--- src/rtl/ghostbus_host_arb.sv ---
// ghostbus_host_arb: lets NREQ bus masters share one ghostbus host port.
// The arbiter runs one transaction at a time. It issues a one-cycle write or read
// strobe, waits RD_LAT cycles on reads, then returns a one-cycle ack to the winner.
// Optional macro GHOSTBUS_ARB_PRIORITY_EN selects fixed priority, where the lowest
// index always wins. When the macro is undefined, arbitration is round-robin.
// All outputs are registered and reset asynchronously to zero.
module ghostbus_host_arb #(
  parameter int unsigned NREQ   = 2,
  parameter int unsigned AW     = 24,
  parameter int unsigned DW     = 32,
  parameter int unsigned RD_LAT = 1
) (
  input  logic               gb_clk,
  input  logic               gb_rst,
  input  logic [NREQ-1:0]    req_valid,
  input  logic [NREQ-1:0]    req_we,
  input  logic [NREQ*AW-1:0] req_addr,
  input  logic [NREQ*DW-1:0] req_wdata,
  output logic [NREQ-1:0]    ack,
  output logic [DW-1:0]      rdata,
  output logic               busy,
  output logic [AW-1:0]      gb_addr,
  output logic [DW-1:0]      gb_wdata,
  output logic               gb_wen,
  output logic               gb_wstb,
  output logic               gb_rstb,
  input  logic [DW-1:0]      gb_rdata
);

  localparam int unsigned IW  = (NREQ > 1) ? $clog2(NREQ) : 1;
  localparam logic [3:0]  LAT = 4'(RD_LAT);

  typedef enum logic [1:0] {StIdle, StIssue, StWait, StAck} state_e;

  state_e          r_state, w_state_d;
  logic [IW-1:0]   r_idx, w_idx_d;
  logic            r_we, w_we_d;
  logic [3:0]      r_cnt, w_cnt_d;
  logic [NREQ-1:0] w_ack_d;
  logic [DW-1:0]   w_rdata_d;
  logic            w_busy_d;
  logic [AW-1:0]   w_addr_d;
  logic [DW-1:0]   w_wdata_d;
  logic            w_wen_d;
  logic            w_wstb_d;
  logic            w_rstb_d;
  logic            w_any;
  logic [IW-1:0]   w_win;

  logic [AW-1:0]   w_addr_arr  [NREQ];
  logic [DW-1:0]   w_wdata_arr [NREQ];

`ifndef GHOSTBUS_ARB_PRIORITY_EN
  logic [IW-1:0]   r_last, w_last_d;
  logic            w_found;
  int unsigned     w_cand;
`endif

  // Unpack the flat request buses so the winner index can select a slice directly.
  for (genvar g = 0; g < NREQ; g++) begin : g_unpack
    assign w_addr_arr[g]  = req_addr[g*AW +: AW];
    assign w_wdata_arr[g] = req_wdata[g*DW +: DW];
  end

  assign w_any = |req_valid;

`ifdef GHOSTBUS_ARB_PRIORITY_EN
  // Fixed priority: scan downward so that the lowest asserted index is the last one written.
  always_comb begin
    w_win = '0;
    for (int i = int'(NREQ) - 1; i >= 0; i--) begin
      if (req_valid[IW'(i)]) begin
        w_win = IW'(i);
      end
    end
  end
`else
  // Round-robin: pick the first asserted requester after the last grant, wrapping at NREQ.
  always_comb begin
    w_win   = '0;
    w_found = 1'b0;
    w_cand  = 0;
    for (int unsigned k = 1; k <= NREQ; k++) begin
      w_cand = 32'(r_last) + k;
      if (w_cand >= NREQ) begin
        w_cand = w_cand - NREQ;
      end
      if (!w_found && req_valid[IW'(w_cand)]) begin
        w_found = 1'b1;
        w_win   = IW'(w_cand);
      end
    end
  end
`endif

  // Next-state logic. Every output is computed one cycle ahead, so the register holds it
  // in the same cycle as the matching state.
  always_comb begin
    w_state_d = r_state;
    w_idx_d   = r_idx;
    w_we_d    = r_we;
    w_cnt_d   = r_cnt;
    w_ack_d   = '0;
    w_rdata_d = rdata;
    w_addr_d  = gb_addr;
    w_wdata_d = gb_wdata;
    w_wen_d   = 1'b0;
    w_wstb_d  = 1'b0;
    w_rstb_d  = 1'b0;
`ifndef GHOSTBUS_ARB_PRIORITY_EN
    w_last_d  = r_last;
`endif
    unique case (r_state)
      StIdle: begin
        if (w_any) begin
          w_state_d = StIssue;
          w_idx_d   = w_win;
          w_we_d    = req_we[w_win];
          w_addr_d  = w_addr_arr[w_win];
          w_wdata_d = w_wdata_arr[w_win];
          w_wen_d   = req_we[w_win];
          w_wstb_d  = req_we[w_win];
          w_rstb_d  = ~req_we[w_win];
`ifndef GHOSTBUS_ARB_PRIORITY_EN
          w_last_d  = w_win;
`endif
        end
      end
      StIssue: begin
        if (r_we) begin
          w_state_d = StAck;
        end else begin
          w_state_d = StWait;
          w_cnt_d   = LAT;
        end
      end
      StWait: begin
        w_cnt_d = r_cnt - 4'd1;
        // This edge takes the counter to zero. gb_rdata is valid here, so capture it now.
        if (r_cnt == 4'd1) begin
          w_state_d = StAck;
          w_rdata_d = gb_rdata;
        end
      end
      StAck: begin
        w_state_d = StIdle;
        w_addr_d  = '0;
        w_wdata_d = '0;
      end
      default: begin
        w_state_d = StIdle;
      end
    endcase
    if (w_state_d == StAck) begin
      w_ack_d[r_idx] = 1'b1;
    end
    w_busy_d = (w_state_d != StIdle);
  end

  // FSM state register.
  always_ff @(posedge gb_clk or posedge gb_rst) begin
    if (gb_rst) begin
      r_state <= StIdle;
    end else begin
      r_state <= w_state_d;
    end
  end

  // Latched transaction, read-latency counter and registered outputs.
  always_ff @(posedge gb_clk or posedge gb_rst) begin
    if (gb_rst) begin
      r_idx    <= '0;
      r_we     <= 1'b0;
      r_cnt    <= '0;
      ack      <= '0;
      rdata    <= '0;
      busy     <= 1'b0;
      gb_addr  <= '0;
      gb_wdata <= '0;
      gb_wen   <= 1'b0;
      gb_wstb  <= 1'b0;
      gb_rstb  <= 1'b0;
    end else begin
      r_idx    <= w_idx_d;
      r_we     <= w_we_d;
      r_cnt    <= w_cnt_d;
      ack      <= w_ack_d;
      rdata    <= w_rdata_d;
      busy     <= w_busy_d;
      gb_addr  <= w_addr_d;
      gb_wdata <= w_wdata_d;
      gb_wen   <= w_wen_d;
      gb_wstb  <= w_wstb_d;
      gb_rstb  <= w_rstb_d;
    end
  end

`ifndef GHOSTBUS_ARB_PRIORITY_EN
  // Round-robin pointer. It resets to NREQ-1 so that requester 0 wins the first grant.
  always_ff @(posedge gb_clk or posedge gb_rst) begin
    if (gb_rst) begin
      r_last <= IW'(NREQ - 1);
    end else begin
      r_last <= w_last_d;
    end
  end
`endif

endmodule

--- config.mk ---
export PLATFORM = sky130hd
export DESIGN_NAME = ghostbus_host_arb
export DESIGN_NICKNAME = d
export VERILOG_FILES = /design/src/rtl/ghostbus_host_arb.sv
export SDC_FILE = /design/constraint.sdc
export NUM_CORES = 1
export LEC_CHECK = 0
export CELL_PAD_IN_SITES_DETAIL_PLACEMENT = 1
export CELL_PAD_IN_SITES_GLOBAL_PLACEMENT = 2
export CORE_ASPECT_RATIO = 1.25
export CORE_MARGIN = 5
export CORE_UTILIZATION = 22
export CTS_BUF_LIST = sky130_fd_sc_hd__clkbuf_2
export DETAILED_ROUTE_END_ITERATION = 6
export HOLD_SLACK_MARGIN = 0.08
export PLACE_DENSITY = 0.81
export SLEW_MARGIN = 25
export SYNTH_ARGS = -nofsm -noshare
export SYNTH_HDL_FRONTEND = slang
export SYNTH_SLANG_ARGS = --single-unit
--- constraint.sdc ---
create_clock -name gb_clk -period 3.3 [get_ports gb_clk]
set_clock_uncertainty 0.15 [all_clocks]
set_input_delay 0.66 -clock gb_clk [delete_from_list [all_inputs] [get_ports gb_clk]]
set_output_delay 0.66 -clock gb_clk [all_outputs]
set_load 0.01 [all_outputs]
## Word level (Yosys, flattened, before mapping)

Index checks and enable logic that the tools add are counted.

- Bits of input ports: 150
- Register bits: 102
- Output and inout bits: 94
- Word-level logic and storage cells: 80

- Muxes and demuxes: 34
- Bitwise gates (word level): 2
- Reductions and logical operators: 12
- $lt $le $gt $ge: 8
- $add $sub $neg: 5
- Equal/unequal tests: 7

Operator list:

| cell | count |
|---|---|
| 2-to-1 mux 32 bit | 4 |
| 2-to-1 mux 24 bit | 4 |
| one-hot mux 32 bit (2 select lines) | 1 |
| one-hot mux 24 bit (2 select lines) | 1 |
| 2-to-1 mux 1 bit | 17 |
| < comparator 1 x 2 -> 1 bit (second input constant) | 4 |
| one-hot mux 2 bit (4 select lines) | 1 |
| one-hot mux 4 bit (2 select lines) | 1 |
| AND reduction 2 bit | 4 |
| equality test 2 bit (second input constant) | 3 |
| 2-to-1 mux 2 bit | 3 |
| nonzero test 2 bit | 3 |
| equality test 4 x 1 -> 1 bit (second input constant) | 1 |
| greater-or-equal comparator 2 bit (second input constant) | 2 |
| 2-to-1 mux 4 bit | 1 |
| inequality test 2 bit (second input constant) | 2 |
| subtractor 4 x 1 -> 4 bit (second input constant) | 1 |
| adder 1 x 2 -> 3 bit (second input constant) | 1 |
| greater-or-equal comparator 3 x 2 -> 1 bit (second input constant) | 1 |
| adder 1 x 1 -> 2 bit (second input constant) | 1 |
| equality test 2 x 1 -> 1 bit (second input constant) | 1 |
| logical AND 1 bit | 2 |
| logical NOT 2 bit | 1 |
| inverter 1 -> 2 bit | 1 |
| 6 further kinds | 7 |

## Depth between registers and ports, before layout

- Word-level depth: 15
- Mapped depth: 8
- Depth with buffers taken out: 5

## Worst setup path after synthesis

Ideal clock, no wire load.

- Path kind: register to register
- From: register r_cnt[1]
- To: register rdata[0]
- Arrival: 1582 ps
- Path slack: 1443 ps
- Stages on the path, launching flop included: 7
- Path through: dfrtp_1 -> inv_1 -> ha_1 -> or3b_4 -> nor2_8 -> buf_6 -> mux2_2

- Cells in the longest elaborated chain, start to end: 2

RTL lines:

| element | RTL line | source |
|---|---|---|
| start: declaration | 38 | `logic [3:0] r_cnt, w_cnt_d;` |
| start signal: assignment | 186 | `r_cnt <= w_cnt_d;` |
| equality test 4 x 1 -> 1 bit | 140 | `if (r_cnt == 4'd1) begin` |
| AND reduction 2 bit (no source line) | -- |  |
| end signal: assignment | 188 | `rdata <= w_rdata_d;` |
| end: declaration | 20 | `output logic [DW-1:0] rdata,` |

No other way between the ends.
A chain may end at the register's enable or synchronous reset.

## Worst setup path in the final report

- From: register r_state[0]
- To: register gb_addr[4]

- Cells in the longest elaborated chain, start to end: 3
- Elaborated cells on any way between the ends: 6

RTL lines:

| element | RTL line | source |
|---|---|---|
| start: declaration | 35 | `state_e r_state, w_state_d;` |
| start signal: assignment | 163 | `r_state <= StIdle;` |
| start signal: assignment | 165 | `r_state <= w_state_d;` |
| equality test 2 bit / logical NOT 2 bit (equally long branches) | 113 | `unique case (r_state)` |
| nonzero test 2 bit (no source line) / inequality test 2 bit (equally long branches) | -- |  |
| AND reduction 2 bit (no source line) | -- |  |
| end signal: assignment | 190 | `gb_addr <= w_addr_d;` |
| end: declaration | 22 | `output logic [AW-1:0] gb_addr,` |

Parallel ways exist; a longest one is shown, timed or not.

==> results by group <==
CTS
  – # hold bufs at CTS: 0
  – Clock Tree Root: clkbuf_2
  – Max Root-Sink Buffers: 2
  – Worst skew pair latency: 590 ps
  – Reg clk slew, reported paths: 290 ps
  – Num CTS Buffers: 9
  – H-tree lvl count: 3
  – TritonCTS clock tree: built
  – Sink Count: 102
  – PostCTS Resize Cnt: 0
  – Post-CTS setup buffer count: 0

Critical path
  – Worst setup path end: gb_addr[4]
  – Worst reg-to-reg path cell count: 6
  – Cells along the critical path: inv_1, ha_1, inv_1, a21oi_4, buf_4, a221o_1
  – Worst r2r dst: gb_addr[4]
  – Slowest CP cell: buf_4
  – Slowest Stage Delay on Critical Path: 500 ps
  – Setup crit start kind: register
  – Reg-to-Reg Start: r_state[0]
  – Worst Path Arrival: 2980 ps
  – FF-to-FF setup slack: 720 ps
  – CP most frequent cell: inv_1
  – CP Data Required Time: 3700 ps
  – Worst setup startpoint: r_state[0]
  – Worst setup EP type: register
  – Worst setup path class: register to register
  – Largest fanout on the critical path: 41

Layout
  – Most frequent cells in the layout: 243 x clkdlybuf4s50_1, 101 x dfrtp_1, 57 x and3_1
  – Ant diodes: 0
  – Nets: 716
  – P&R area growth vs syn: 63.9%
  – Layout cell share with drive strength beyond 1: 0.104
  – Commonest non-fill, non-tap cell in the layout: clkdlybuf4s50_1

STA
  – Fmax: 0.387 GHz
  – RSZ-0062 raised after global routing: false
  – Final min period: 2580 ps
  – Setup-failing EPs final: 0
  – Share of the clock period used by the worst path: 0.783
  – Fin. max-slew vios: 0
  – Slew @ Worst Pin: 648 ps
  – Fin Setup TNS: 0 ps
  – Hold slack final: 360 ps
  – Fin. Hold Viols: 0
  – Rel. slew slack: 0.567

Logic synthesis
  – Post-synthesis cell type count: 37
  – Sequential-to-total area share from yosys stat: 0.578
  – Synth Flop Type: dfrtp_1
  – Cell Area, Synth: 4420 um2
  – Yosys reg bits: 102
  – Top post-synthesis cells by area: dfrtp_1 57%, a221o_1 13%, and3_1 8.1%
  – Total number of yosys warnings: 0
  – Area share of the largest cell type after synthesis: 0.572
  – Syn Inst Count: 329
  – Post-Syn Nets: 485
  – Cell taking the most area after synthesis: dfrtp_1
  – Post-synth EDFFs: 0
  – Synthesized area per cell: 13.4 um2
  – Asr flop ratio synth: 1.00

Pwr
  – Power, Total: 5.85 mW
  – Power Density: 808 nW/um2
  – P_leak: 3.17 nW
  – VDD IR max: 314 uV

Routing
  – Drt wl/cell: 18.4 um
  – DR pass1 iterations: 4
  – Drt via density: 4.58
  – DR DRC count: 0
  – WL final: 15300 um
  – DR iter-0 viols: 105
  – Total number of vias: 3821
  – DRT antenna net count: 0

Status
  – Status: completed

GRT
  – Overall routing resource usage: 0.131
  – Largest net degree at the start of global routing: 103
  – First-pass GRT wire length: 23700 um
  – Vias in the first global route: 4291
  – Met2 Usage GRT: 0.218
  – Met1 GRT Util: 0.154
  – Met3 usage: 0.0401
  – Total grt overflow: 0
  – GRT busiest layer: met2
  – Initial antenna violation count: 0

Placement
  – I/O Buffers: 243
  – Placer Congestion: 0.773
  – HPWL after detailed placement: 11800 um

Floorplan
  – Core area: 20000 um2
  – Die area: 23000 um2
  – Row cnt: 58
  – Initial Util: 0.222
  – Die Wd: 137 um
  – Die Ht: 168 um
  – Top Ports: 244

Worst hold path
  – Hold Crit Class: input pin to asynchronous set/reset pin

Run
  – # Max-Cap Violations: 0
==> cells by family (layout without fill, tap and decap cells) <==
group,Yosys count,in the layout,synth area share
flops,102,102,0.578
compound gates,77,77,0.164
simple gates,75,75,0.108
buf+inv,37,273,0.0509
mux,32,32,0.0815
fa+ha+maj,6,6,0.0170
==> area by class of cell <==
type,count,area (um2)
multi-input combinational,190,1670
clock inverter,6,92.6
sequential,102,2550
clock buffer,10,50.0
inverter,8,33.8
tap,270,338
timing repair buffer,249,2500
fill,2157,12700
==> synthesized netlist by cell type, types with 2 or more instances <==
master     number
mux2_1          6
a221o_1        56
clkbuf_1       11
a22o_1          3
inv_1           8
buf_2           2
buf_6           7
buf_4           8
nand2_1         4
nor2b_1         2
mux2_2         26
o21ai_0         3
and2b_1         2
a21oi_1         4
dfrtp_1       101
o2bb2ai_1       3
nor2_1          2
ha_1            6
and3_1         57
==> power by group <==
group	total (mW)	internal, mW	switching (mW)	leakage, nW
combinational	3.03	1.71	1.31	1.82
sequential	2.13	1.79	0.337	1.27
clock	0.700	0.258	0.442	0.0792
total	5.85	3.76	2.09	3.17
==> routing by layer <==
layer,wire (um),vias up,share of wire
met4,529,0,0.034
met1,6150,1856,0.40
met5,0,-,0
li1,-,1735,-
met3,1280,32,0.084
met2,7370,198,0.48
==> metrics by stage <==
stage / worst slack (ps) / instance area, um2 / std cells / util
after floorplan: 1270 / 4420 / 329 / -
after global placement: 442 / 7100 / 819 / 0.356
after detailed placement: 389 / 7100 / 819 / 0.356
after CTS: 712 / 7240 / 835 / 0.363
after global routing: 519 / 7240 / 835 / 0.363
final: 717 / 7240 / 835 / 0.363
==> sequential cells by signal, summed over array words and instances, names as in the netlist <==
signal / count
gb_wdata: 32
rdata: 32
gb_addr: 24
r_cnt: 4
ack: 2
r_state: 2
busy: 1
gb_rstb: 1
gb_wstb: 1
r_idx: 1
r_last: 1
r_we: 1
==> worst min path at each step <==
stage | start | slack (ps) | endpoint
6_report | gb_rst | 360 | gb_wdata[4]
5_1_grt | gb_rst | 330 | rdata[12]
4_1_cts | gb_rst | 310 | rdata[15]
3_5_place_dp | rdata[3] | 330 | rdata[3]
3_3_place_gp | rdata[27] | 320 | rdata[27]
2_1_floorplan | r_idx | 330 | r_idx
==> critical path, delay by kind of cell, from the launching register on <==
family	cells	cell delay, ps
adders and majority gates	1	380
buffers and inverters	3	760
AOI/OAI and AO/OA	2	730
DFF	1	490
No activity file was read; power rests on OpenSTA's default activity.
